$ cat src/rtl/repsub_divider.sv
// Unsigned repeated-subtraction divider: controller FSM plus A/B/Q/R datapath.
// Latency: done rises q+2 edges after the accepting edge (counting that edge); divide-by-zero and dividend<divisor take 2.
// Handshake: start is sampled only in IDLE, with no queueing; busy flags CHECK/SUB and done pulses once per operation.
module repsub_divider #(
   parameter int WIDTH = 16
) (
   input  logic             clk,
   input  logic             rst,
   input  logic             start,
   input  logic [WIDTH-1:0] dividend,
   input  logic [WIDTH-1:0] divisor,
   output logic [WIDTH-1:0] quotient,
   output logic [WIDTH-1:0] remainder,
   output logic             busy,
   output logic             done,
   output logic             div_by_zero
);

   typedef enum logic [1:0] {
      IDLE  = 2'd0,
      CHECK = 2'd1,
      SUB   = 2'd2,
      DONE  = 2'd3
   } state_t;

   localparam logic [WIDTH-1:0] ONE = {{(WIDTH-1){1'b0}}, 1'b1};

   state_t           state;
   logic [WIDTH-1:0] b_reg;    // captured divisor
   logic [WIDTH-1:0] r_reg;    // running remainder, starts as the dividend
   logic [WIDTH-1:0] q_reg;    // running quotient

   // Datapath: one subtractor, one incrementer and two magnitude comparators.
   // diff_ge_b looks one subtraction ahead, so SUB leaves on the same edge
   // that performs the final subtraction instead of spending an extra cycle
   // rediscovering R<B.
   logic [WIDTH-1:0] diff;
   logic [WIDTH-1:0] q_inc;
   logic             b_is_zero;
   logic             r_ge_b;
   logic             diff_ge_b;

   assign diff      = r_reg - b_reg;
   assign q_inc     = q_reg + ONE;
   assign b_is_zero = (b_reg == '0);
   assign r_ge_b    = (r_reg >= b_reg);
   assign diff_ge_b = (diff >= b_reg);

   // Controller and all registered outputs; reset aborts any running operation.
   always_ff @(posedge clk or posedge rst) begin
      if (rst) begin
         state       <= IDLE;
         b_reg       <= '0;
         r_reg       <= '0;
         q_reg       <= '0;
         quotient    <= '0;
         remainder   <= '0;
         busy        <= 1'b0;
         done        <= 1'b0;
         div_by_zero <= 1'b0;
      end else begin
         case (state)
            IDLE: begin
               done <= 1'b0;
               if (start) begin
                  b_reg       <= divisor;
                  r_reg       <= dividend;
                  q_reg       <= '0;
                  div_by_zero <= 1'b0;
                  busy        <= 1'b1;
                  state       <= CHECK;
               end
            end

            CHECK: begin
               if (b_is_zero) begin
                  // Saturated quotient and untouched dividend as remainder.
                  q_reg       <= '1;
                  quotient    <= '1;
                  remainder   <= r_reg;
                  div_by_zero <= 1'b1;
                  busy        <= 1'b0;
                  done        <= 1'b1;
                  state       <= DONE;
               end else if (!r_ge_b) begin
                  // Dividend smaller than divisor: nothing to subtract.
                  quotient    <= q_reg;
                  remainder   <= r_reg;
                  busy        <= 1'b0;
                  done        <= 1'b1;
                  state       <= DONE;
               end else begin
                  state       <= SUB;
               end
            end

            SUB: begin
               // R>=B always holds on entry to SUB, so every SUB edge
               // subtracts; R never underflows and Q never passes the dividend.
               r_reg <= diff;
               q_reg <= q_inc;
               if (!diff_ge_b) begin
                  quotient  <= q_inc;
                  remainder <= diff;
                  busy      <= 1'b0;
                  done      <= 1'b1;
                  state     <= DONE;
               end
            end

            DONE: begin
               done  <= 1'b0;
               state <= IDLE;
            end

            default: begin
               busy  <= 1'b0;
               done  <= 1'b0;
               state <= IDLE;
            end
         endcase
      end
   end

endmodule

$ cat config.mk
export PLATFORM = sky130hd
export DESIGN_NAME = repsub_divider
export DESIGN_NICKNAME = d
export VERILOG_FILES = /design/src/rtl/repsub_divider.sv
export SDC_FILE = /design/constraint.sdc
export NUM_CORES = 1
export LEC_CHECK = 0
export BUFFER_PORTS_ARGS = -buffer_cell sky130_fd_sc_hd__buf_4
export CAP_MARGIN = 30
export CORE_MARGIN = 1.5
export CORE_UTILIZATION = 40
export DETAILED_ROUTE_END_ITERATION = 8
export GPL_TIMING_DRIVEN = 0
export HOLD_SLACK_MARGIN = 0.06
export SLEW_MARGIN = 20
export SYNTH_ARGS = -nofsm -noshare
export SYNTH_HDL_FRONTEND = slang
export SYNTH_SLANG_ARGS = --single-unit
$ cat constraint.sdc
create_clock -name clk -period 4.2 [get_ports clk]
set_input_delay 0.42 -clock clk [delete_from_list [all_inputs] [get_ports clk]]
set_output_delay 0.42 -clock clk [all_outputs]
set_load 0.02 [all_outputs]
==> out/results.tsv <==
metric	value	unit
kind_of_critical_path	reg2reg	
synth_seq_cells	85	
gpl.final_weighted_congestion	0.941	
finalSetupViolCount	0	
final.min_clock_period	4060	ps
cap_viol_max_count	0	
syn-mean-instance-area	9.27	sq um
critPathLaunchType	flip-flop	
final-max-slew-violation-count	0	
cp_slowest_stage_delay	420	ps
fin_nets	808	
critical_path.cell_chain	inv_1 > ha_1 > buf_4 > a2111o_1 > o21ai_4 > o21ai_2 > a31o_2 > xor2_1 > ha_1 > a21oi_1 > nor2_1 > a211oi_2 > mux2i_2 > nor3_4 > buf_4 > buf_6 > mux2_4	
required	4430	ps
place.port_buffers	69	
fp-row-count	44	
worst-path-max-fanout	10	
worstSkewPairLatency	350	ps
final-seq-area	2130	sq um
postSynth.asyncResetShare	1.00	
min-delay-path-class	in2async	
synth_area	5990	sq um
number_of_buffers_on_the_longest_clock_path	2	
post_synth_inst_count	646	
first_pass_iters	4	
accumulated_negative_setup_slack	0	ps
post_drt_via_cell_ratio	5.59	
initial_antenna_violation_count	0	
dr_total_vias	5161	
die_height	125	um
clock_tree.root_cell	sky130_fd_sc_hd__clkbuf_16	
critical_path.endpoint_type	flip-flop	
critical_path.reg2reg.startpoint	b_reg[6]$_DFFE_PP0P_	
antenna_violating_nets_post_route	0	
period_share	0.967	
rsz0062_at_grt	false	
post-dp-hpwl	12700	um
first_global_vias	5219	
maxSlewHeadroom	0.502	
hold_violations	0	
cts-htree-levels	3	
grt.overflow.total	0	
detail_route.wl_per_cell	18.1	um
drive_above_1_share	0.249	
number_of_enable_type_register_cells_in_the_synthesized_netlist	0	
dieArea	15700	sq um
clk_pin_slew	60	ps
num_io_pins	70	
setup.worst_path.start	b_reg[6]$_DFFE_PP0P_	
fp.coreArea	14600	sq um
initial_utilization	0.410	
grt_start_max_net_pins	56	
die_x	125	um
dr.first_iter.drc_count	282	
tightest_slew	747	ps
critical-path-slowest-cell	sky130_fd_sc_hd__a2111o_1	
yosysWarningCount	0	
yosysSeqAreaShare	0.355	
antenna-diode-count	0	
post_cts_hold_buffer_count	0	
multi_input_area	3620	sq um
achievable-frequency	0.246	GHz
crit_arrival	4300	ps
remaining_drc_errors	0	
numClockSinks	85	
run_status	completed	
yosysUniqueCellTypes	64	
clock_buffer_count_from_cts	9	
postSynth.topFlopCell	sky130_fd_sc_hd__dfrtp_1	
area_growth	21.6	%
clock-skew-final	6.68	ps
synth.net_count	719	
num-fill-cells	1436	
first_pass_grt_wire_length	27100	um
tritoncts	done	
gr-usage-all-layers	0.219	
routed_wirelength	16800	um
[layout make-up]
class / count / share of cell area
multi-input cells: 480 / 0.498
flip-flops and latches: 85 / 0.293
repair buffers: 79 / 0.0842
clock inverters: 5 / 0.0113
inverters: 40 / 0.0210
clock buffers: 11 / 0.0347
well taps: 184 / 0.0316
plain buffers: 40 / 0.0265
[cell usage after synthesis, types with 3 or more instances]
library cell	count	area, sq um
sky130_fd_sc_hd__xor2_1	13	114
sky130_fd_sc_hd__clkbuf_1	31	116
sky130_fd_sc_hd__and2_1	6	37.5
sky130_fd_sc_hd__o21ai_0	38	190
sky130_fd_sc_hd__inv_1	40	150
sky130_fd_sc_hd__a31oi_1	13	81.3
sky130_fd_sc_hd__buf_1	3	11.3
sky130_fd_sc_hd__buf_6	3	33.8
sky130_fd_sc_hd__mux2i_1	17	170
sky130_fd_sc_hd__nand4_1	12	75.1
sky130_fd_sc_hd__nand2_1	46	173
sky130_fd_sc_hd__nand2b_1	7	43.8
sky130_fd_sc_hd__and4_1	5	43.8
sky130_fd_sc_hd__ha_1	37	463
sky130_fd_sc_hd__o31a_1	4	35.0
sky130_fd_sc_hd__mux2_2	28	315
sky130_fd_sc_hd__xnor2_1	11	96.3
sky130_fd_sc_hd__dfrtp_1	85	2130
sky130_fd_sc_hd__and3_1	4	25.0
sky130_fd_sc_hd__a211oi_1	6	45.0
sky130_fd_sc_hd__a22o_1	11	96.3
sky130_fd_sc_hd__o21a_1	7	52.6
sky130_fd_sc_hd__o22ai_1	3	18.8
sky130_fd_sc_hd__nor2b_1	4	25.0
sky130_fd_sc_hd__nor2_1	56	210
sky130_fd_sc_hd__nor4_1	7	43.8
sky130_fd_sc_hd__a21o_1	9	67.6
sky130_fd_sc_hd__nor3_1	13	65.1
sky130_fd_sc_hd__nand3_1	12	60.1
sky130_fd_sc_hd__mux2_4	25	375
sky130_fd_sc_hd__a21oi_1	49	245
sky130_fd_sc_hd__buf_2	3	15.0
[stage by stage]
stage	worst slack, ps	utilization	instances	cell area, sq um	hold slack (ps)
after floorplan	198	-	646	5990	471
after detailed placement	-636	0.464	900	6760	456
after global routing	9.60	0.499	924	7280	98.0
after global placement	-647	0.462	899	6730	489
final	138	0.499	924	7280	71.3
after CTS	20.9	0.495	921	7220	79.0
[per-layer routing]
layer  vias up  share of wire  track usage
met5         -              0            0
met4         0          0.024       0.0775
met3        26          0.042       0.0394
met2       143           0.48        0.370
met1      2488           0.46        0.280
li1       2504              -            -
[cell usage in the layout (no fill, tap or decap), types with 4 or more instances in the layout]
| cell | Yosys | final |
|---|---|---|
| sky130_fd_sc_hd__a211oi_1 | 6 | 4 |
| sky130_fd_sc_hd__a21o_1 | 9 | 9 |
| sky130_fd_sc_hd__a21oi_1 | 49 | 49 |
| sky130_fd_sc_hd__a22o_1 | 11 | 11 |
| sky130_fd_sc_hd__a31oi_1 | 13 | 12 |
| sky130_fd_sc_hd__and2_1 | 6 | 6 |
| sky130_fd_sc_hd__and3_1 | 4 | 4 |
| sky130_fd_sc_hd__and4_1 | 5 | 5 |
| sky130_fd_sc_hd__buf_4 | 1 | 79 |
| sky130_fd_sc_hd__clkbuf_1 | 31 | 30 |
| sky130_fd_sc_hd__clkbuf_16 | 0 | 9 |
| sky130_fd_sc_hd__dfrtp_1 | 85 | 83 |
| sky130_fd_sc_hd__ha_1 | 37 | 37 |
| sky130_fd_sc_hd__inv_1 | 40 | 39 |
| sky130_fd_sc_hd__mux2_2 | 28 | 28 |
| sky130_fd_sc_hd__mux2_4 | 25 | 25 |
| sky130_fd_sc_hd__mux2i_1 | 17 | 16 |
| sky130_fd_sc_hd__nand2_1 | 46 | 46 |
| sky130_fd_sc_hd__nand2b_1 | 7 | 6 |
| sky130_fd_sc_hd__nand3_1 | 12 | 12 |
| sky130_fd_sc_hd__nand4_1 | 12 | 12 |
| sky130_fd_sc_hd__nor2_1 | 56 | 56 |
| sky130_fd_sc_hd__nor2b_1 | 4 | 4 |
| sky130_fd_sc_hd__nor3_1 | 13 | 10 |
| sky130_fd_sc_hd__nor4_1 | 7 | 7 |
| sky130_fd_sc_hd__o21a_1 | 7 | 7 |
| sky130_fd_sc_hd__o21ai_0 | 38 | 37 |
| sky130_fd_sc_hd__o31a_1 | 4 | 4 |
| sky130_fd_sc_hd__xnor2_1 | 11 | 10 |
| sky130_fd_sc_hd__xor2_1 | 13 | 12 |
[kinds of logic (layout without fill, tap and decap cells)]
logic type	Yosys count	count (layout)	synth area share
simple gates	182	182	0.148
mux	70	70	0.144
flops	85	85	0.355
fa+ha+maj	38	38	0.0807
compound gates	166	166	0.182
buf+inv	81	175	0.0558
xor+xnor	24	24	0.0351
[repair_timing]
| action | 4_1_cts | 5_1_grt |
|---|---|---|
| gates resized for setup | 17 | 7 |
| endpoints found under the setup margin | 36 | 36 |
| pin swaps | 7 | 5 |
| setup buffers | 5 | 4 |
[worst max-delay path, delay by kind of cell, from the launching register on]
kind                     cells  cell delay, ps
buffers and inverters        4             640
flip-flops                   1             390
adder cells (fa/ha/maj)      2             560
AND/OR/NAND/NOR              2             230
AO/OA/AOI/OAI                6            1500
multiplexers                 2             470
XOR/XNOR                     1             150
[path summary, 6_finish.rpt]
kind / to / slack (ps) / cells past startpoint
min in group clk: b_reg[0]$_DFFE_PP0P_ / 300 / 2
min reg2reg: quotient[8]$_DFFE_PP0P_ / 510 / 1
min: state[0]$_DFFE_PP0P_ / 70 / 2
max in group asynchronous: b_reg[0]$_DFFE_PP0P_ / 3480 / 3
max: quotient[6]$_DFFE_PP0P_ / 140 / 17
max reg2reg: quotient[6]$_DFFE_PP0P_ / 140 / 17
Power is not shown: default switching activity piles up to over one toggle a cycle in this logic, so the estimate is an artifact.
